==> src/rtl/btn_debounce_if.sv <==
// btn_debounce_if
// Bundles the raw button input with the debounced outputs of btn_debounce.
// master: the debouncer (consumes btn_in, drives level/strobes/count).
// slave : the board side and the downstream blink controller.

interface btn_debounce_if;
    logic       btn_in;
    logic       btn_level;
    logic       press_pulse;
    logic       release_pulse;
    logic       long_pulse;
    logic [7:0] press_count;

    modport master (
        input  btn_in,
        output btn_level,
        output press_pulse,
        output release_pulse,
        output long_pulse,
        output press_count
    );

    modport slave (
        output btn_in,
        input  btn_level,
        input  press_pulse,
        input  release_pulse,
        input  long_pulse,
        input  press_count
    );
endinterface

==> src/rtl/btn_debounce.sv <==
// btn_debounce
// Push-button front end: two-flop synchroniser, counter-based debounce FSM,
// registered press/release strobes and a wrapping 8-bit press counter.
//
// Optional feature, macro LONG_PRESS_EN:
//   defined   -> hold timer plus a one-shot long_pulse LONG_CYCLES cycles
//                after an accepted press (if the button is still held).
//   undefined -> no hold timer, long_pulse tied low, LONG_CYCLES unused.

module btn_debounce #(
    parameter int DEBOUNCE_CYCLES = 1000000,
    parameter int LONG_CYCLES     = 50000000
) (
    input  logic             clk,
    input  logic             rst_n,
    btn_debounce_if.master   bus
);

    // Elaboration-time guards on the parameter ranges.
    if (DEBOUNCE_CYCLES < 1) begin : g_bad_debounce
        $error("btn_debounce: DEBOUNCE_CYCLES must be >= 1");
    end
    if (LONG_CYCLES < 1) begin : g_bad_long
        $error("btn_debounce: LONG_CYCLES must be >= 1");
    end

    localparam int                CNT_W   = $clog2(DEBOUNCE_CYCLES + 1);
    localparam logic [CNT_W-1:0]  CNT_MAX = CNT_W'(DEBOUNCE_CYCLES);
    localparam logic [CNT_W-1:0]  CNT_ONE = CNT_W'(1);

    typedef enum logic [1:0] {
        IDLE         = 2'd0,  // released and stable
        PRESS_WAIT   = 2'd1,  // saw a 1, counting stable 1 samples
        HELD         = 2'd2,  // pressed and stable
        RELEASE_WAIT = 2'd3   // saw a 0, counting stable 0 samples
    } state_t;

    logic             sync1;
    logic             btn_sync;
    state_t           state;
    logic [CNT_W-1:0] cnt;
    logic             level_q;
    logic             press_q;
    logic             release_q;
    logic [7:0]       count_q;

    // The edges on which the filter accepts a level change. Shared by the
    // FSM and the hold timer so both agree on the same cycle.
    logic press_accept;
    logic release_accept;

    assign press_accept   = (state == PRESS_WAIT)   &&  btn_sync && (cnt == CNT_MAX);
    assign release_accept = (state == RELEASE_WAIT) && !btn_sync && (cnt == CNT_MAX);

    // Two-flop synchroniser for the asynchronous button input.
    always_ff @(posedge clk or negedge rst_n) begin
        if (!rst_n) begin
            sync1    <= 1'b0;
            btn_sync <= 1'b0;
        end else begin
            // NOTE: non-blocking so btn_sync takes sync1's previous value,
            // giving two real flop stages rather than one.
            sync1    <= bus.btn_in;
            btn_sync <= sync1;
        end
    end

    // Debounce FSM with registered level, strobes and press counter.
    always_ff @(posedge clk or negedge rst_n) begin
        if (!rst_n) begin
            state     <= IDLE;
            cnt       <= '0;
            level_q   <= 1'b0;
            press_q   <= 1'b0;
            release_q <= 1'b0;
            count_q   <= 8'd0;
        end else begin
            // Strobes are single-cycle unless re-armed below.
            press_q   <= 1'b0;
            release_q <= 1'b0;

            case (state)
                IDLE: begin
                    if (btn_sync) begin
                        state <= PRESS_WAIT;
                        cnt   <= CNT_ONE;
                    end else begin
                        cnt   <= '0;
                    end
                end

                PRESS_WAIT: begin
                    if (!btn_sync) begin
                        // Glitch: drop back without any strobe.
                        state <= IDLE;
                        cnt   <= '0;
                    end else if (press_accept) begin
                        state   <= HELD;
                        cnt     <= '0;
                        level_q <= 1'b1;
                        press_q <= 1'b1;
                        count_q <= count_q + 8'd1;  // wraps 255 -> 0
                    end else begin
                        cnt <= cnt + CNT_ONE;
                    end
                end

                HELD: begin
                    if (!btn_sync) begin
                        state <= RELEASE_WAIT;
                        cnt   <= CNT_ONE;
                    end else begin
                        cnt   <= '0;
                    end
                end

                RELEASE_WAIT: begin
                    if (btn_sync) begin
                        // Release bounce: back to HELD, no strobe.
                        state <= HELD;
                        cnt   <= '0;
                    end else if (release_accept) begin
                        state     <= IDLE;
                        cnt       <= '0;
                        level_q   <= 1'b0;
                        release_q <= 1'b1;
                    end else begin
                        cnt <= cnt + CNT_ONE;
                    end
                end

                default: begin
                    state <= IDLE;
                    cnt   <= '0;
                end
            endcase
        end
    end

`ifdef LONG_PRESS_EN
    localparam int                 HOLD_W    = $clog2(LONG_CYCLES + 1);
    localparam logic [HOLD_W-1:0]  HOLD_MAX  = HOLD_W'(LONG_CYCLES);
    localparam logic [HOLD_W-1:0]  HOLD_LAST = HOLD_W'(LONG_CYCLES - 1);
    localparam logic [HOLD_W-1:0]  HOLD_ONE  = HOLD_W'(1);

    logic [HOLD_W-1:0] hold_timer;
    logic              long_q;
    logic              pressed_state;

    assign pressed_state = (state == HELD) || (state == RELEASE_WAIT);

    // Hold timer: cleared on an accepted press, counts while pressed
    // (including release bounces) and saturates, so long_pulse is one-shot.
    always_ff @(posedge clk or negedge rst_n) begin
        if (!rst_n) begin
            hold_timer <= '0;
            long_q     <= 1'b0;
        end else begin
            long_q <= 1'b0;
            if (press_accept) begin
                hold_timer <= '0;
            end else if (pressed_state && (hold_timer != HOLD_MAX)) begin
                hold_timer <= hold_timer + HOLD_ONE;
                if (hold_timer == HOLD_LAST) begin
                    long_q <= 1'b1;
                end
            end
        end
    end

    assign bus.long_pulse = long_q;
`else
    assign bus.long_pulse = 1'b0;
`endif

    assign bus.btn_level     = level_q;
    assign bus.press_pulse   = press_q;
    assign bus.release_pulse = release_q;
    assign bus.press_count   = count_q;

endmodule

==> src/flat_wrapper.sv <==
// flat-port wrapper written by rule: the top's interface ports become plain ports
module btn_debounce_flat 
#(
    parameter int DEBOUNCE_CYCLES = 1000000,
    parameter int LONG_CYCLES     = 50000000
)
  (clk, rst_n, bus_btn_in, bus_btn_level, bus_press_pulse, bus_release_pulse, bus_long_pulse, bus_press_count);
  btn_debounce_if bus_i ();
  input  logic clk;
  input  logic rst_n;
  input wire logic [$bits(bus_i.btn_in)-1:0] bus_btn_in;
  output wire logic [$bits(bus_i.btn_level)-1:0] bus_btn_level;
  output wire logic [$bits(bus_i.press_pulse)-1:0] bus_press_pulse;
  output wire logic [$bits(bus_i.release_pulse)-1:0] bus_release_pulse;
  output wire logic [$bits(bus_i.long_pulse)-1:0] bus_long_pulse;
  output wire logic [$bits(bus_i.press_count)-1:0] bus_press_count;
  assign bus_i.btn_in = bus_btn_in;
  assign bus_btn_level = bus_i.btn_level;
  assign bus_press_pulse = bus_i.press_pulse;
  assign bus_release_pulse = bus_i.release_pulse;
  assign bus_long_pulse = bus_i.long_pulse;
  assign bus_press_count = bus_i.press_count;
  btn_debounce #(.DEBOUNCE_CYCLES(DEBOUNCE_CYCLES), .LONG_CYCLES(LONG_CYCLES)) u_core (.clk(clk), .rst_n(rst_n), .bus(bus_i));
endmodule
==> config.mk <==
export PLATFORM = sky130hd
export DESIGN_NAME = btn_debounce_flat
export DESIGN_NICKNAME = d
export VERILOG_FILES = /design/src/rtl/btn_debounce_if.sv /design/src/rtl/btn_debounce.sv /design/src/flat_wrapper.sv
export SDC_FILE = /design/constraint.sdc
export NUM_CORES = 1
export LEC_CHECK = 0
export ABC_AREA = 1
export ABC_CLOCK_PERIOD_IN_PS = 1340
export BUFFER_PORTS_ARGS = -buffer_cell sky130_fd_sc_hd__buf_4
export CAP_MARGIN = 15
export CORE_MARGIN = 1
export CORE_UTILIZATION = 50
export DETAILED_ROUTE_END_ITERATION = 7
export GPL_ROUTABILITY_DRIVEN = 0
export PLACE_DENSITY = 0.73
export SLEW_MARGIN = 20
export SYNTH_ARGS = -nofsm -noshare
export SYNTH_HDL_FRONTEND = slang
export SYNTH_SLANG_ARGS = --single-unit
==> constraint.sdc <==
create_clock -name clk -period 1.34 [get_ports clk]
set_clock_uncertainty 0.1 [all_clocks]
set_input_delay 0.067 -clock clk [delete_from_list [all_inputs] [get_ports clk]]
set_output_delay 0.067 -clock clk [all_outputs]
set_load 0.1 [all_outputs]
==> flow_summary.html, run 1 <==
<table>
<tr><th>Metric</th><th>Value</th></tr>
<tr><th colspan="2">Outcome</th></tr>
<tr><td>Status</td><td>complete, but fails checks</td></tr>
<tr><td>Violated checks</td><td>negative setup slack</td></tr>
<tr><th colspan="2">Placed design</th></tr>
<tr><td>Placed instance count</td><td>364</td></tr>
<tr><td>Post-detailed-placement cell area</td><td>2490 sq um</td></tr>
<tr><td>Setup Slack @ Placement</td><td>-232 ps</td></tr>
<tr><td>Input/output buffers</td><td>13</td></tr>
<tr><td>Final HPWL from detailed placement</td><td>3120 microns</td></tr>
<tr><th colspan="2">Logic synthesis</th></tr>
<tr><td>Adder-Cell Fraction of Synth Area</td><td>0.0190</td></tr>
<tr><td>Fraction of synthesized area in multiplexers</td><td>0</td></tr>
<tr><td>Flop and latch count out of synthesis</td><td>35</td></tr>
<tr><td>Post-Syn Instances</td><td>265</td></tr>
<tr><td>Fraction of the mapped netlist area in compound gates</td><td>0.0215</td></tr>
<tr><td>Sequential-to-total area share from yosys stat</td><td>0.442</td></tr>
<tr><td>Post-Synth Simple-Gate Area</td><td>0.383</td></tr>
<tr><td>Xor/xnor cell area share of the yosys netlist</td><td>0.0619</td></tr>
<tr><td>Library cells used by synthesis</td><td>24</td></tr>
<tr><td>Total number of yosys warnings</td><td>0</td></tr>
<tr><td>Largest family of logic cells by synthesized area</td><td>simple AND/OR/NAND/NOR gates</td></tr>
<tr><td>Avg Inst Size Synth</td><td>7.47 sq um</td></tr>
<tr><td>Post-Syn Nets</td><td>271</td></tr>
<tr><td>Netlist area before placement</td><td>1980 sq um</td></tr>
<tr><th colspan="2">Timing</th></tr>
<tr><td>Final Critical Period</td><td>1660 ps</td></tr>
<tr><td>Number of hold violations in the final report</td><td>0</td></tr>
<tr><td>Final Slew Violations</td><td>0</td></tr>
<tr><td>Finish-stage setup viols</td><td>33</td></tr>
<tr><td>Share of the cycle needed by the critical path after routing</td><td>1.24</td></tr>
<tr><td>Highest Clock Rate</td><td>603 MHz</td></tr>
<tr><td>Final Worst Setup Slack</td><td>-319 ps</td></tr>
<tr><td>WHS</td><td>157 ps</td></tr>
<tr><td>Unrepaired setup endpoints after global routing</td><td>yes</td></tr>
<tr><th colspan="2">Setup path</th></tr>
<tr><td>CP Class</td><td>flop to flop</td></tr>
<tr><td>Critical path's top delay family</td><td>simple AND/OR/NAND/NOR gates</td></tr>
<tr><td>Peak per-stage delay on the critical path</td><td>420 ps</td></tr>
<tr><td>Crit path top cell by count</td><td>sky130_fd_sc_hd__nand3_4</td></tr>
<tr><td>WP data arrival</td><td>1740 ps</td></tr>
<tr><td>Kind of capture point of the worst setup path</td><td>flop</td></tr>
<tr><td>R2R setup slack</td><td>-320 ps</td></tr>
<tr><td>Path depth of the worst reg2reg path</td><td>9</td></tr>
<tr><td>Type of origin of the critical path</td><td>flop</td></tr>
<tr><td>Required time of the worst setup path</td><td>1420 ps</td></tr>
<tr><td>Crit Path Max Fanout</td><td>5</td></tr>
<tr><td>Critical-path cell with the highest stage delay</td><td>sky130_fd_sc_hd__dfrtp_1</td></tr>
<tr><td>Bufs and invs on worst path</td><td>3</td></tr>
<tr><td>Launch instance of the worst register-to-register path</td><td>u_core.cnt[0]$_DFF_PN0_</td></tr>
<tr><td>CP Cell Sequence</td><td>inv_2 &gt; ha_4 &gt; buf_4 &gt; nand3_4 &gt; nor2_4 &gt; nand3_4 &gt; nand2_8 &gt; clkbuf_16 &gt; nor2_1</td></tr>
<tr><td>Worst reg2reg path endpoint</td><td>u_core.cnt[15]$_DFF_PN0_</td></tr>
<tr><th colspan="2">CTS</th></tr>
<tr><td>CTS H-Tree Depth</td><td>2</td></tr>
<tr><td>Clock root buffer</td><td>sky130_fd_sc_hd__clkbuf_8</td></tr>
<tr><td>Clock input transition at the sequential cells of the worst setup and hold paths</td><td>70 ps</td></tr>
<tr><td>Clock sink total</td><td>35</td></tr>
<tr><td>Maximum clock insertion buffer count</td><td>2</td></tr>
<tr><td>Worst skew pair latency</td><td>300 ps</td></tr>
<tr><td>Clock tree from TritonCTS</td><td>yes</td></tr>
<tr><td>CTS Buf Count</td><td>5</td></tr>
<tr><th colspan="2">Finish</th></tr>
<tr><td>Final Instance Count excl. Fillers</td><td>386</td></tr>
<tr><td>Finished Cell Area</td><td>2950 sq um</td></tr>
<tr><td>Area growth from synthesis to layout</td><td>48.9%</td></tr>
<tr><td>Net count reported at finish</td><td>343</td></tr>
<tr><td>Ant diodes</td><td>0</td></tr>
<tr><td>Fraction of layout cells with a size suffix above 1</td><td>0.402</td></tr>
<tr><th colspan="2">Global routing</th></tr>
<tr><td>Total gr overflow</td><td>0</td></tr>
<tr><td>Via count of the first global-routing pass</td><td>1839</td></tr>
<tr><td>Pin count of the biggest net entering global routing</td><td>36</td></tr>
<tr><td>Initial antenna violation count</td><td>0</td></tr>
<tr><td>First-pass GRT wire length</td><td>8040 microns</td></tr>
<tr><td>All-layer global routing usage</td><td>0.254</td></tr>
<tr><th colspan="2">Floorplanning</th></tr>
<tr><td>Row Count</td><td>22</td></tr>
<tr><td>Boundary pin count</td><td>15</td></tr>
<tr><td>Core outline area</td><td>3740 sq um</td></tr>
<tr><td>Vertical die dimension</td><td>64.9 microns</td></tr>
<tr><td>Die area</td><td>4220 sq um</td></tr>
<tr><td>Starting density of the core</td><td>0.529</td></tr>
<tr><td>Die boundary width</td><td>64.9 microns</td></tr>
<tr><th colspan="2">Hold path</th></tr>
<tr><td>Min-Delay Path Class</td><td>input pin to asynchronous set/reset pin</td></tr>
<tr><th colspan="2">Routing</th></tr>
<tr><td>Drt pass-1 iters</td><td>5</td></tr>
<tr><td>Average wire per standard cell</td><td>14.7 microns</td></tr>
<tr><td>Total wire length after detailed routing</td><td>5680 microns</td></tr>
<tr><td>Initial DRC Count</td><td>179</td></tr>
<tr><td>Count of vias placed by the detailed router</td><td>2046</td></tr>
<tr><td>ANT nets after route</td><td>0</td></tr>
<tr><td>Via density per instance</td><td>5.30</td></tr>
<tr><td>Post-route DRC violation count</td><td>0</td></tr>
<tr><th colspan="2">Job</th></tr>
<tr><td>Max-cap check violation count</td><td>0</td></tr>
<tr><th colspan="2">Pwr</th></tr>
<tr><td>IR Drop Worst-Case VDD</td><td>0.844 mV</td></tr>
<tr><td>Power per standard cell area</td><td>789 nW/um^2</td></tr>
<tr><td>Leak</td><td>1.33 nW</td></tr>
</table>
what timing repair did:
item,4_1_cts,5_1_grt
setup endpoints to repair,33,33
hold buffers,2,0
buffers inserted,3,6
cloned,1,3
pin swaps,12,22
endpoints found under the hold margin,36,0
resized for setup,20,33
Yosys cell counts:
cell | instances | area, sq um
sky130_fd_sc_hd__nor2_4 | 1 | 11.3
sky130_fd_sc_hd__o21ai_0 | 5 | 25.0
sky130_fd_sc_hd__conb_1 | 1 | 3.75
sky130_fd_sc_hd__nand4_1 | 4 | 25.0
sky130_fd_sc_hd__nand3b_1 | 1 | 7.51
sky130_fd_sc_hd__xnor2_1 | 3 | 26.3
sky130_fd_sc_hd__ha_1 | 3 | 37.5
sky130_fd_sc_hd__nor3_4 | 1 | 16.3
sky130_fd_sc_hd__o21ai_1 | 1 | 5.00
sky130_fd_sc_hd__xor2_1 | 11 | 96.3
sky130_fd_sc_hd__nand2_1 | 79 | 297
sky130_fd_sc_hd__buf_4 | 1 | 7.51
sky130_fd_sc_hd__nor2_2 | 6 | 37.5
sky130_fd_sc_hd__o21bai_1 | 1 | 7.51
sky130_fd_sc_hd__dfrtp_1 | 35 | 876
sky130_fd_sc_hd__nand2_2 | 6 | 37.5
sky130_fd_sc_hd__nand3_1 | 19 | 95.1
sky130_fd_sc_hd__buf_6 | 2 | 22.5
sky130_fd_sc_hd__or2_2 | 1 | 6.26
sky130_fd_sc_hd__nor2_1 | 47 | 176
sky130_fd_sc_hd__a21oi_1 | 1 | 5.00
sky130_fd_sc_hd__inv_1 | 29 | 109
sky130_fd_sc_hd__nand3_2 | 3 | 30.0
sky130_fd_sc_hd__nor3_1 | 4 | 20.0
worst register-to-register path, cell delays in order (launching register included):
cell and delay (ps):
sky130_fd_sc_hd__dfrtp_1 420, sky130_fd_sc_hd__inv_2 100, sky130_fd_sc_hd__ha_4 140, sky130_fd_sc_hd__buf_4 110, sky130_fd_sc_hd__nand3_4 90, sky130_fd_sc_hd__nor2_4 150, sky130_fd_sc_hd__nand3_4 120, sky130_fd_sc_hd__nand2_8 120
sky130_fd_sc_hd__clkbuf_16 150, sky130_fd_sc_hd__nor2_1 50
final cells by class:
cell class	count	area, sq um
Clock buffer	5	68.8
Clock inverter	3	43.8
Fill cell	228	795
Inverter	29	109
Multi-Input combinational cell	199	1200
Sequential cell	35	903
Tap cell	48	60.1
Timing Repair Buffer	67	567
per-stage QoR:
step	setup TNS (ps)	utilization	total power [mW]
after floorplan	-1380	-	1.20
after CTS	-4740	0.722	2.26
after global routing	-10420	0.788	2.41
final	-8770	0.788	2.33
after global placement	-5090	0.665	1.28
after detailed placement	-5920	0.665	1.28
routing by layer:
layer | global-route usage | up-vias | part of all wire
met1 | 0.322 | 950 | 0.38
met2 | 0.418 | 101 | 0.49
li1 | - | 968 | -
met5 | 0 | - | 0
met4 | 0.119 | 0 | 0.043
met3 | 0.0423 | 27 | 0.083
flip-flops by register name (all words and copies together), names as in the netlist, named ones only:
register,cells
u_core.cnt,20
u_core.sync1,1
u_core.state,1
u_core.bus.btn_level,1
u_core.bus.release_pulse,1
u_core.bus.press_pulse,1
u_core.btn_sync,1
u_core.bus.press_count,8
cells by family after synthesis:
| group | Yosys count |
|---|---|
| compound gates | 8 |
| xor+xnor | 14 |
| fa+ha+maj | 3 |
| buf+inv | 32 |
| flops | 35 |
| other cells | 1 |
| simple gates | 172 |
placed cells by master, fill, tap and decap left out, types with 2 or more instances in the layout:
master and n:
sky130_fd_sc_hd__nand2_4 2, sky130_fd_sc_hd__clkbuf_8 5, sky130_fd_sc_hd__buf_4 59, sky130_fd_sc_hd__o21ai_1 2
sky130_fd_sc_hd__nand2_2 7, sky130_fd_sc_hd__buf_6 3, sky130_fd_sc_hd__o21ai_0 4, sky130_fd_sc_hd__nor2_4 12
sky130_fd_sc_hd__nor2_1 35, sky130_fd_sc_hd__dfrtp_4 7, sky130_fd_sc_hd__nand4_1 4, sky130_fd_sc_hd__dlygate4sd3_1 2
sky130_fd_sc_hd__nor3_4 2, sky130_fd_sc_hd__inv_2 9, sky130_fd_sc_hd__nor3_2 2, sky130_fd_sc_hd__dfrtp_1 27
sky130_fd_sc_hd__xnor2_1 3, sky130_fd_sc_hd__nand2_1 75, sky130_fd_sc_hd__ha_4 2, sky130_fd_sc_hd__inv_1 20
sky130_fd_sc_hd__nand3_1 15, sky130_fd_sc_hd__nand3_4 4, sky130_fd_sc_hd__clkbuf_16 2, sky130_fd_sc_hd__xor2_1 11
sky130_fd_sc_hd__nand3_2 4, sky130_fd_sc_hd__nor2_2 7
worst max path at each step:
stage | startpoint | end | cells past startpoint
2_1_floorplan | u_core.cnt[0]$_DFF_PN0_ | u_core.bus.press_count[7]$_DFFE_PN0P_ | 7
6_report | u_core.cnt[0]$_DFF_PN0_ | u_core.cnt[15]$_DFF_PN0_ | 9
3_5_place_dp | u_core.cnt[0]$_DFF_PN0_ | u_core.bus.press_count[5]$_DFFE_PN0P_ | 7
3_3_place_gp | u_core.cnt[0]$_DFF_PN0_ | u_core.bus.press_count[1]$_DFFE_PN0P_ | 7
5_1_grt | u_core.cnt[0]$_DFF_PN0_ | u_core.bus.press_count[1]$_DFFE_PN0P_ | 6
4_1_cts | u_core.cnt[0]$_DFF_PN0_ | u_core.bus.press_count[6]$_DFFE_PN0P_ | 7
report_power, final:
group / switching (mW) / leakage, nW / internal, mW
Clock: 0.410 / 0.0581 / 0.554
Combinational: 0.149 / 0.809 / 0.126
Sequential: 0.0163 / 0.465 / 1.07
Total: 0.576 / 1.33 / 1.75
Note: power is estimated with default switching activity, not from simulation.
==> run 2: changes to the inputs <==
--- a/config.mk
+++ b/config.mk
@@ -5,15 +5,14 @@
 export SDC_FILE = /design/constraint.sdc
 export NUM_CORES = 1
 export LEC_CHECK = 0
-export ABC_AREA = 1
 export ABC_CLOCK_PERIOD_IN_PS = 1340
 export BUFFER_PORTS_ARGS = -buffer_cell sky130_fd_sc_hd__buf_4
 export CAP_MARGIN = 15
 export CORE_MARGIN = 1
-export CORE_UTILIZATION = 50
+export CORE_UTILIZATION = 39
 export DETAILED_ROUTE_END_ITERATION = 7
 export GPL_ROUTABILITY_DRIVEN = 0
-export PLACE_DENSITY = 0.73
+export PLACE_DENSITY = 0.6
 export SLEW_MARGIN = 20
 export SYNTH_ARGS = -nofsm -noshare
 export SYNTH_HDL_FRONTEND = slang
==> run 2 against run 1 <==
  * The run still ends with negative setup slack left
  * Via count decreased by 26%
  * Flip-flop and latch count unchanged
  * Register-to-register slack got worse by 150 ps
  * Combinational power decreased by 56%
  * Worst hold slack improved by 2.3 ps
  * Routed wire length decreased by 25%
  * Final area decreased by 8.1%
  * Highest routed layer unchanged
==> flow_summary.html, run 2 <==
<table>
<tr><th>Metric</th><th>Value</th></tr>
<tr><th colspan="2">Timing</th></tr>
<tr><td>Final Slew Violations</td><td>0</td></tr>
<tr><td>Highest Clock Rate</td><td>552 MHz</td></tr>
<tr><td>Unrepaired setup endpoints after global routing</td><td>yes</td></tr>
<tr><td>Number of hold violations in the final report</td><td>0</td></tr>
<tr><td>Total negative slack for setup checks</td><td>-11860 ps</td></tr>
<tr><td>Final Critical Period</td><td>1810 ps</td></tr>
<tr><td>Share of the cycle needed by the critical path after routing</td><td>1.35</td></tr>
<tr><td>Final Worst Setup Slack</td><td>-471 ps</td></tr>
<tr><td>Finish-stage setup viols</td><td>33</td></tr>
<tr><th colspan="2">Floorplanning</th></tr>
<tr><td>Core outline area</td><td>4380 sq um</td></tr>
<tr><td>Boundary pin count</td><td>15</td></tr>
<tr><td>Die area</td><td>4850 sq um</td></tr>
<tr><td>Starting density of the core</td><td>0.407</td></tr>
<tr><td>Row Count</td><td>24</td></tr>
<tr><td>Die boundary width</td><td>69.6 microns</td></tr>
<tr><td>Vertical die dimension</td><td>69.6 microns</td></tr>
<tr><th colspan="2">Setup path</th></tr>
<tr><td>Type of origin of the critical path</td><td>flop</td></tr>
<tr><td>Critical path's top delay family</td><td>simple AND/OR/NAND/NOR gates</td></tr>
<tr><td>CP Cell Sequence</td><td>or4_4 &gt; nor3_4 &gt; and3_4 &gt; mux2_4</td></tr>
<tr><td>Critical-path cell with the highest stage delay</td><td>sky130_fd_sc_hd__or4_4</td></tr>
<tr><td>Peak per-stage delay on the critical path</td><td>540 ps</td></tr>
<tr><td>Crit Path Max Fanout</td><td>3</td></tr>
<tr><td>Kind of capture point of the worst setup path</td><td>flop</td></tr>
<tr><td>CP Class</td><td>flop to flop</td></tr>
<tr><td>Required time of the worst setup path</td><td>1410 ps</td></tr>
<tr><td>WP data arrival</td><td>1890 ps</td></tr>
<tr><td>Bufs and invs on worst path</td><td>0</td></tr>
<tr><th colspan="2">Placed design</th></tr>
<tr><td>Final HPWL from detailed placement</td><td>2940 microns</td></tr>
<tr><td>Post-detailed-placement cell area</td><td>2330 sq um</td></tr>
<tr><td>Input/output buffers</td><td>13</td></tr>
<tr><th colspan="2">Routing</th></tr>
<tr><td>Total wire length after detailed routing</td><td>4260 microns</td></tr>
<tr><td>Average wire per standard cell</td><td>14.8 microns</td></tr>
<tr><td>ANT nets after route</td><td>0</td></tr>
<tr><td>Count of vias placed by the detailed router</td><td>1506</td></tr>
<tr><td>Post-route DRC violation count</td><td>0</td></tr>
<tr><td>Drt pass-1 iters</td><td>4</td></tr>
<tr><td>Via density per instance</td><td>5.23</td></tr>
<tr><td>Initial DRC Count</td><td>52</td></tr>
<tr><th colspan="2">Global routing</th></tr>
<tr><td>Total gr overflow</td><td>0</td></tr>
<tr><td>Via count of the first global-routing pass</td><td>1573</td></tr>
<tr><td>All-layer global routing usage</td><td>0.190</td></tr>
<tr><td>Pin count of the biggest net entering global routing</td><td>36</td></tr>
<tr><td>Initial antenna violation count</td><td>0</td></tr>
<tr><td>First-pass GRT wire length</td><td>7270 microns</td></tr>
<tr><th colspan="2">Finish</th></tr>
<tr><td>Largest Register</td><td>u_core.cnt</td></tr>
<tr><td>Multi-input logic area</td><td>1090 sq um</td></tr>
<tr><td>Net count reported at finish</td><td>241</td></tr>
<tr><td>Number of flip-flops under the largest register name</td><td>20</td></tr>
<tr><td>Ant diodes</td><td>0</td></tr>
<tr><td>Leading cell type in the layout, fill and taps excluded</td><td>sky130_fd_sc_hd__buf_4</td></tr>
<tr><td>Final standard cell utilization of the core</td><td>0.618</td></tr>
<tr><td>Highest-count cells in the layout ignoring fill and taps</td><td>sky130_fd_sc_hd__buf_4, sky130_fd_sc_hd__dfrtp_1, sky130_fd_sc_hd__xor2_1, sky130_fd_sc_hd__nor2_1</td></tr>
<tr><td>FF+latch area</td><td>892 sq um</td></tr>
<tr><td># fillers</td><td>335</td></tr>
<tr><td>Finished Cell Area</td><td>2710 sq um</td></tr>
<tr><td>Area growth from synthesis to layout</td><td>51.9%</td></tr>
<tr><td>Fraction of layout cells with a size suffix above 1</td><td>0.517</td></tr>
<tr><th colspan="2">CTS</th></tr>
<tr><td>Worst skew pair latency</td><td>290 ps</td></tr>
<tr><td>Clock sink total</td><td>35</td></tr>
<tr><td>Clock root buffer</td><td>sky130_fd_sc_hd__clkbuf_8</td></tr>
<tr><td>CTS Buf Count</td><td>5</td></tr>
<tr><td>Clock tree from TritonCTS</td><td>yes</td></tr>
<tr><td>CTS H-Tree Depth</td><td>2</td></tr>
<tr><td>Maximum clock insertion buffer count</td><td>2</td></tr>
<tr><td>Clock input transition at the sequential cells of the worst setup and hold paths</td><td>70 ps</td></tr>
<tr><th colspan="2">Outcome</th></tr>
<tr><td>Status</td><td>complete, but fails checks</td></tr>
<tr><td>Violated checks</td><td>negative setup slack</td></tr>
<tr><th colspan="2">Pwr</th></tr>
<tr><td>Power per standard cell area</td><td>729 nW/um^2</td></tr>
<tr><td>Leak</td><td>1.26 nW</td></tr>
<tr><td>Post-layout total power</td><td>1.98 mW</td></tr>
<tr><td>IR Drop Worst-Case VDD</td><td>0.473 mV</td></tr>
<tr><th colspan="2">Logic synthesis</th></tr>
<tr><td>Post-Syn Nets</td><td>172</td></tr>
<tr><td>Area share of the largest cell type after synthesis</td><td>0.491</td></tr>
<tr><td>Avg Inst Size Synth</td><td>10.7 sq um</td></tr>
<tr><td>Async set or reset register ratio after synthesis</td><td>1.00</td></tr>
<tr><td>Number of enable flip-flop cells after synthesis</td><td>0</td></tr>
<tr><td>Flop and latch count out of synthesis</td><td>35</td></tr>
<tr><td>Leading cell type by number of instances after synthesis</td><td>sky130_fd_sc_hd__dfrtp_1</td></tr>
<tr><td>Total number of yosys warnings</td><td>0</td></tr>
<tr><td>Ys flop type</td><td>sky130_fd_sc_hd__dfrtp_1</td></tr>
<tr><td>Top area cells in the synthesized netlist</td><td>sky130_fd_sc_hd__dfrtp_1, sky130_fd_sc_hd__xor2_1, sky130_fd_sc_hd__xnor2_1</td></tr>
<tr><td>Library cells used by synthesis</td><td>41</td></tr>
<tr><td>Post-Syn Instances</td><td>166</td></tr>
<tr><td>Most frequent cells after synthesis</td><td>sky130_fd_sc_hd__dfrtp_1, sky130_fd_sc_hd__nor2_1, sky130_fd_sc_hd__xor2_1</td></tr>
<tr><td>Sequential-to-total area share from yosys stat</td><td>0.491</td></tr>
<tr><td>Cell accounting for the most synthesized area</td><td>sky130_fd_sc_hd__dfrtp_1</td></tr>
<tr><td>Netlist area before placement</td><td>1780 sq um</td></tr>
<tr><th colspan="2">Job</th></tr>
<tr><td>Max-cap check violation count</td><td>0</td></tr>
<tr><th colspan="2">Hold path</th></tr>
<tr><td>Min-Delay Path Class</td><td>input pin to asynchronous set/reset pin</td></tr>
</table>
[run 2: cell count changes in the layout (fill, tap and decap cells not counted), sizes merged, moves of 4 or more]
| cell | before | now |
|---|---|---|
| a21oi | 1 | 9 |
| inv | 29 | 8 |
| nand2 | 85 | 5 |
| nand3 | 23 | 11 |
| nand4 | 4 | 8 |
| nor2 | 54 | 13 |
| nor4 | 0 | 5 |
| or3 | 0 | 7 |
| xnor2 | 3 | 7 |
[run 2: cell families after synthesis]
family | count (synthesis) | share of synthesized area
xor+xnor | 19 | 0.0933
other cells | 1 | 0.00210
fa+ha+maj | 3 | 0.0211
simple gates | 74 | 0.281
mux | 2 | 0.0126
compound gates | 21 | 0.0709
flops | 35 | 0.491
buf+inv | 11 | 0.0281
[run 2: what timing repair did]
action                                 4_1_cts  5_1_grt
gates resized for setup                     23       21
buffers inserted                             6        6
setup endpoints to repair                   33       33
pin swaps                                   21       20
endpoints found under the hold margin       36        0
hold buffers                                 2        0
[run 2: where the power goes]
part	internal, mW	total, mW	switching (mW)	leakage [nW]
clock network	0.414	0.786	0.372	0.0482
logic	0.0457	0.120	0.0746	0.750
registers	1.06	1.07	0.00522	0.464
total	1.52	1.98	0.452	1.26
[run 2: final cells by class]
class | count | share of cell area
clock buffers | 7 | 0.0319
multi-input cells | 120 | 0.403
flip-flops and latches | 35 | 0.329
well taps | 52 | 0.0240
inverters | 8 | 0.0111
repair buffers | 65 | 0.199
clock inverters | 1 | 0.00185
[run 2: path summary, 6_finish.rpt]
path                       slack (ps)  depth (start not counted)                     from                               endpoint
setup / recovery                 -470                          4  u_core.cnt[5]$_DFF_PN0_  u_core.bus.press_count[1]$_DFFE_PN0P_
hold / removal                    160                          2                    rst_n  u_core.bus.press_count[5]$_DFFE_PN0P_
setup reg to reg                 -470                          4  u_core.cnt[5]$_DFF_PN0_  u_core.bus.press_count[1]$_DFFE_PN0P_
hold reg to reg                   260                          0   u_core.sync1$_DFF_PN0_              u_core.btn_sync$_DFF_PN0_
max in group asynchronous         620                          2                    rst_n  u_core.bus.press_count[0]$_DFFE_PN0P_
min in group clk                  260                          0   u_core.sync1$_DFF_PN0_              u_core.btn_sync$_DFF_PN0_
[run 2: stage by stage]
stage               instances  hold WS [ps]  worst slack (ps)
finish                    288           159              -471
detailed placement        269         -51.3              -443
global route              288           200              -515
floorplan                 166          -329              -529
global placement          269         -55.0              -421
CTS                       284           179              -462
[run 2: routing by layer]
layer / share of wire / track usage / up-vias
met1: 0.46 / 0.240 / 732
met4: 0.013 / 0.0644 / 0
met5: 0 / 0 / -
met2: 0.50 / 0.315 / 24
met3: 0.032 / 0.0494 / 5
li1: - / - / 745
[run 2: worst register-to-register path: cells and delay by family (launching register included)]
kind | cells | cell delay (ps)
DFF | 1 | 420
muxes | 1 | 290
and+or+nand+nor | 3 | 890
